`config.mk`:
```
export PLATFORM = sky130hd
export DESIGN_NAME = ram_lp_ctrl
export DESIGN_NICKNAME = d
export VERILOG_FILES = /design/src/rtl/ram_lp_ctrl.sv
export SDC_FILE = /design/constraint.sdc
export NUM_CORES = 1
export LEC_CHECK = 0
export BUFFER_PORTS_ARGS = -buffer_cell sky130_fd_sc_hd__buf_2
export CORE_MARGIN = 2
export CORE_UTILIZATION = 42
export CTS_CLUSTER_DIAMETER = 150
export DETAILED_ROUTE_END_ITERATION = 16
export PLACE_DENSITY_LB_ADDON = 0.15
export SETUP_SLACK_MARGIN = 0.4
export SYNTH_ARGS = -nofsm -noshare
export SYNTH_HDL_FRONTEND = slang
export SYNTH_SLANG_ARGS = --single-unit
```
`constraint.sdc`:
```
create_clock -name CLK -period 1.4 [get_ports CLK]
set_input_delay 0.07 -clock CLK [delete_from_list [all_inputs] [get_ports CLK]]
set_output_delay 0.07 -clock CLK [all_outputs]
set_load 0.1 [all_outputs]
```
`src/rtl/ram_lp_ctrl.sv`:
```
// Request/response front-end for a single-port RAM with idle-driven sleep entry.
// The RAM read port is registered, so read data returns one cycle after accept.
module ram_lp_ctrl #(
    parameter int AW      = 2,
    parameter int DW      = 3,
    parameter int IDLE_TH = 8
) (
    input  logic          CLK,
    input  logic          RST_N,
    input  logic          req_valid,
    output logic          req_ready,
    input  logic          req_wr,
    input  logic [AW-1:0] req_addr,
    input  logic [DW-1:0] req_wdata,
    output logic          rsp_valid,
    input  logic          rsp_ready,
    output logic [DW-1:0] rsp_rdata,
    output logic [AW-1:0] ram_A,
    output logic [DW-1:0] ram_D,
    output logic          ram_EN,
    output logic          ram_WR,
    input  logic [DW-1:0] ram_Q,
    output logic          ram_sleep
);

    localparam logic [1:0] ST_ACTIVE = 2'd0;
    localparam logic [1:0] ST_SLEEP  = 2'd1;
    localparam logic [1:0] ST_WAKE   = 2'd2;

    localparam logic [7:0] IDLE_LAST = 8'(IDLE_TH - 1);

    logic [1:0]    state_q, state_d;
    logic [7:0]    idle_cnt_q, idle_cnt_d;
    logic          rsp_valid_q, rsp_valid_d;
    logic          ram_sleep_q;
    logic [AW-1:0] addr_q;
    logic [DW-1:0] wdata_q;
    logic          accept;
    logic          idle;

    // Gating with RST_N keeps ram_EN low for the whole reset window,
    // even though the flops already sit in their ACTIVE reset state.
    assign req_ready = RST_N && (state_q == ST_ACTIVE) && (!rsp_valid_q || rsp_ready);
    assign accept    = req_valid && req_ready;
    assign idle      = (state_q == ST_ACTIVE) && !accept && !rsp_valid_q;

    assign ram_EN    = accept;
    assign ram_WR    = accept && req_wr;
    assign ram_A     = accept ? req_addr  : addr_q;
    assign ram_D     = accept ? req_wdata : wdata_q;

    assign rsp_valid = rsp_valid_q;
    assign rsp_rdata = ram_Q;
    assign ram_sleep = ram_sleep_q;

    always_comb begin
        // NOTE: every variable gets a default before the case so no latch is inferred.
        state_d     = state_q;
        idle_cnt_d  = 8'd0;
        rsp_valid_d = rsp_valid_q;

        if (accept && !req_wr) begin
            rsp_valid_d = 1'b1;
        end else if (rsp_valid_q && rsp_ready) begin
            rsp_valid_d = 1'b0;
        end

        case (state_q)
            ST_ACTIVE: begin
                if (idle) begin
                    if (idle_cnt_q == IDLE_LAST) begin
                        state_d = ST_SLEEP;
                    end else begin
                        idle_cnt_d = idle_cnt_q + 8'd1;
                    end
                end
            end
            ST_SLEEP: begin
                if (req_valid) begin
                    state_d = ST_WAKE;
                end
            end
            ST_WAKE:  state_d = ST_ACTIVE;
            default:  state_d = ST_ACTIVE;
        endcase
    end

    always_ff @(posedge CLK or negedge RST_N) begin
        if (!RST_N) begin
            state_q     <= ST_ACTIVE;
            idle_cnt_q  <= 8'd0;
            rsp_valid_q <= 1'b0;
            ram_sleep_q <= 1'b0;
            addr_q      <= '0;
            wdata_q     <= '0;
        end else begin
            // NOTE: sequential state uses non-blocking assignments only.
            state_q     <= state_d;
            idle_cnt_q  <= idle_cnt_d;
            rsp_valid_q <= rsp_valid_d;
            ram_sleep_q <= (state_d == ST_SLEEP);
            addr_q      <= ram_A;
            wdata_q     <= ram_D;
        end
    end

endmodule

```
-- Yosys cells after proc, flatten, opt, wreduce, memory -nomap -nowiden
Index checks and enable logic that the tools add are counted.
- bits in registers: 17
- input bits: 13
- output and inout port bits: 13
- word-level logic and storage cells: 35
- $add $sub $neg: 1
- equal/unequal tests: 3
- muxes and demuxes: 11
- reduce and logical (&&, ||, !) cells: 14
- operators with widths (cell ; count):
    $mux W8 ; 3
    $add A8 B1 Y8 const B ; 1
    $eq A8 B3 Y1 const B ; 1
    $logic_and A1 B1 Y1 ; 8
    $mux W2 ; 4
    $eq A2 B1 Y1 const B ; 2
    $pmux W2 S2 ; 1
    $logic_not A1 Y1 ; 3
    $mux W3 ; 1
    $logic_not A2 Y1 ; 1
    $mux W1 ; 2
    $reduce_bool A2 Y1 ; 1
    $logic_or A1 B1 Y1 ; 1

-- Longest topological paths before layout
- depth after elaboration: 10
- depth in mapped cells: 4
- gate-level depth less buffers: 4

-- Worst setup path after synthesis
No wires, ideal clock.
- path kind: register to output
- start: register rsp_valid_q (netlist: rsp_valid)
- end: output port ram_WR
- arrival: 2.701 ns
- data required time: 1.330 ns
- slack: -1.371 ns
- stages on the path, launching flop included: 4
- path buffers: 0
- cell sequence: dfrtp_1 nand2b_1 and3_1 and3_1
- longest elaborated chain between the ends: 5
- RTL lines (item ; RTL line ; source):
    start, declared ; 34 ; logic rsp_valid_q, rsp_valid_d;
    start signal, assigned ; 100 ; rsp_valid_q <= rsp_valid_d;
    $logic_not A1 Y1 ; 43 ; assign req_ready = RST_N && (state_q == ST_ACTIVE) && (!rsp_valid_q || rsp_ready);
    $logic_or A1 B1 Y1 ; 43 ;
    $logic_and A1 B1 Y1 ; 43 ;
    named net req_ready ; 11 ; output logic req_ready,
    $logic_and A1 B1 Y1 ; 44 ; assign accept = req_valid && req_ready;
    $logic_and A1 B1 Y1 ; 48 ; assign ram_WR = accept && req_wr;
    end, declared ; 21 ; output logic ram_WR,
The timed path passes the listed nets, and every way through them passes these cells.

-- Worst setup path after layout
- start: register state_q[0]
- end: output port ram_D[1]
- longest elaborated chain between the ends: 5
- RTL lines (item ; RTL line ; source):
    start, declared ; 32 ; logic [1:0] state_q, state_d;
    start signal, assigned ; 98 ; state_q <= state_d;
    $logic_not A2 Y1 ; 43 ;
    $logic_and A1 B1 Y1 (2 in a row) ; 43 ;
    $logic_and A1 B1 Y1 ; 44 ;
    $mux W3 ; 50 ; assign ram_D = accept ? req_wdata : wdata_q;
    end, declared ; 19 ; output logic [DW-1:0] ram_D,
Every way passes these cells.

==> impl_metrics.env <==
export IMPL_reg2reg_slack_ns=-0.15
export IMPL_yosys_area_top_type="dfrtp_1"
export IMPL_worstPathArrival_ns=1.62
export IMPL_wl_mm=1.675
export IMPL_drtIter0Drc=9
export IMPL_r2r_cells=4
export IMPL_min_path_type="input port to register"
export IMPL_synth_seq_cells=17
export IMPL_cp_end_kind="primary output"
export IMPL_num_antenna_cells=0
export IMPL_clkTransAtPathRegs_ns=0.09
export IMPL_syn_to_final_growth_pct=64.09
export IMPL_grt_antenna_before_repair=0
export IMPL_route_antenna_remaining_nets=0
export IMPL_fmax_mhz=591.0
export IMPL_syn_avg_cell_area_um2=11.30
export IMPL_gp_congestion=0.7632
export IMPL_required_ns=1.33
export IMPL_multiInputGateArea_um2=360.3
export IMPL_place_hpwl_mm=1.207
export IMPL_synthCells=66
export IMPL_slew_viol_final=0
export IMPL_dpl_cell_count=108
export IMPL_die_w_um=46.14
export IMPL_final_setup_viol_count=16
export IMPL_ys_seq_area_frac=0.5705
export IMPL_vdd_drop_max_v=0.001275
export IMPL_r2r_end="state_q[0]"
export IMPL_tightest_slew_ns=0.2378
export IMPL_grt_start_max_net_pins=16
export IMPL_cp_start_kind="register"
export IMPL_nNetsFinal=118
export IMPL_min_delay_path_depth=2
export IMPL_syn_area_um2=745.7
export IMPL_grt_pass1_wl_mm=2.649
export IMPL_async_reset_ff_frac=1.000
export IMPL_violations="setup timing"
export IMPL_period_share=1.209
export IMPL_insertion_delay_ns=0.28
export IMPL_syn_num_nets=80
export IMPL_fin_crit_ns=1.692
export IMPL_drtPass1Iterations=4
export IMPL_synth_top_cell_area_share=0.5705
export IMPL_root_buffer="clkbuf_4"
export IMPL_r2r_start="rsp_valid"
export IMPL_min_from="req_addr[1]"
export IMPL_layoutNonFillerInstCount=120
export IMPL_clk_path_buf_depth=2
export IMPL_synthDistinctLibCells=21
export IMPL_skew_ns=0.002848
export IMPL_core_area_mm2=0.001689
export IMPL_dieHeight_um=46.14
export IMPL_rows=15
export IMPL_routed_via_count=653
export IMPL_seq_area_um2=429.2
export IMPL_final_layout_size_suffix_gt1_frac=0.5728
export IMPL_io_pins=26
export IMPL_timing_final_ws_setup_ns=-0.2921
export IMPL_leakage_nw=0.5706
export IMPL_power_density_mw_per_mm2=1452
export IMPL_relSlewSlack=0.8411
export IMPL_start_util=0.4415
export IMPL_synthTopCellsByCount="dfrtp_1 (17), nor2_1 (6), a21oi_1 (5), mux2_2 (5)"
export IMPL_rsz0062_at_grt="yes"
export IMPL_ys_top_cells_by_area="dfrtp_1 (57%), mux2_2 (7.6%), a21oi_1 (3.4%)"
export IMPL_yosysMostFrequentCell="dfrtp_1"
export IMPL_htree_levels=1
export IMPL_vias_per_cell=5.442
export IMPL_clock_sinks=17
export IMPL_ys_flop_type="dfrtp_1"
export IMPL_drv_cap=0
export IMPL_grt_ovfl_total=0
export IMPL_drc=0
export IMPL_cts_buffers=3
export IMPL_pre_cts_ws_ns=-0.07363
export IMPL_critPathKind="register to primary output"
export IMPL_cp_max_fo=7
export IMPL_fillers=126
export IMPL_grt_pass1_vias=606
export IMPL_hold_viol=0
export IMPL_status="finished, violations left"
export IMPL_cts_tree="built"
export IMPL_synth_edf_count=0
export IMPL_yosys_warnings=0
export IMPL_wl_per_cell_um=13.96
export IMPL_whs_endpoint="addr_q[1]"
export IMPL_dieArea_mm2=0.002128
export IMPL_port_buffers=19
export IMPL_track_usage=0.1870
state kept, by name, indices dropped and copies added, names as in the netlist:
signal and cells:
idle_cnt_q 8, wdata_q 3, addr_q 2, state_q 2
ram_sleep 1, rsp_valid 1
worst max-delay path, stage by stage, from the launching register on:
cell and delay (ns):
dfrtp_1 0.43, nor2_2 0.15, nand4_1 0.11, buf_6 0.16
mux2_4 0.32, buf_12 0.17
cell families after synthesis:
logic type | Yosys count | share of synthesized area
XOR/XNOR | 3 | 0.03524
AO/OA/AOI/OAI | 11 | 0.08557
buffers and inverters | 5 | 0.04027
adder cells (fa/ha/maj) | 1 | 0.01678
flip-flops | 17 | 0.5705
AND/OR/NAND/NOR | 24 | 0.1762
multiplexers | 5 | 0.07550
layout by cell type (no fill, tap or decap), drive strengths merged:
cell type	count
a2111o	1
nand2b	2
nor2	6
xnor2	1
inv	2
nand4	2
nand3	3
or4	1
nand3b	1
and3b	1
dlygate4sd3	2
xor2	2
mux2	5
a21oi	5
o21bai	1
ha	1
or3	4
dfrtp	17
buf	34
and3	2
nand2	2
clkbuf	4
o21ai	4
report_power, final:
group          switching [W]  internal (W)
sequential         0.0000533      0.000571
combinational       0.000545      0.000354
clock               0.000142      0.000111
cell type report:
type / instances / area share
inverter: 2 / 0.008180
tap: 17 / 0.01738
sequential: 17 / 0.3507
clock buffer: 4 / 0.02147
multi-input combinational: 44 / 0.2945
timing repair buffer: 36 / 0.3078
routing by layer:
metal | GRT usage | share of wire
met5 | 0 | 0
met4 | 0.06857 | 0.0084
met3 | 0.05882 | 0.044
met2 | 0.3139 | 0.58
met1 | 0.2234 | 0.36
per-stage QoR:
step | cell area (µm²) | TNS (ns) | utilization | power [W] | hold WS [ns]
finish | 1224 | -2.511 | 0.7244 | 0.001777 | 0.07137
global route | 1224 | -3.737 | 0.7244 | 0.001871 | 0.04426
CTS | 1185 | -2.436 | 0.7015 | 0.001760 | 0.06550
detailed placement | 1064 | -0.2416 | 0.6296 | 0.001454 | -0.1135
global placement | 1064 | -0.08542 | 0.6296 | 0.001431 | -0.1118
floorplan | 782.0 | -4.240 | - | 0.001196 | -0.2256
timing repair:
action                                  in CTS  in global routing
hold buffers                                 2                  0
pin swaps                                    3                  4
hold endpoints to repair                    18                  0
buffers inserted                             5                  1
endpoints found under the setup margin      26                 26
gates resized for setup                     12                  9
how the worst max path moves through the flow:
stage / end / depth (start not counted) / from / slack [ns]
floorplan: addr_q[0] / 3 / rsp_valid / -0.39
global placement: state_q[0] / 3 / idle_cnt_q[3] / -0.05
detailed placement: ram_sleep / 3 / idle_cnt_q[3] / -0.07
CTS: ram_D[1] / 5 / rsp_valid / -0.29
global route: ram_D[1] / 5 / state_q[0] / -0.38
finish: ram_D[1] / 5 / state_q[0] / -0.29
(Power assumes the default switching activity.)
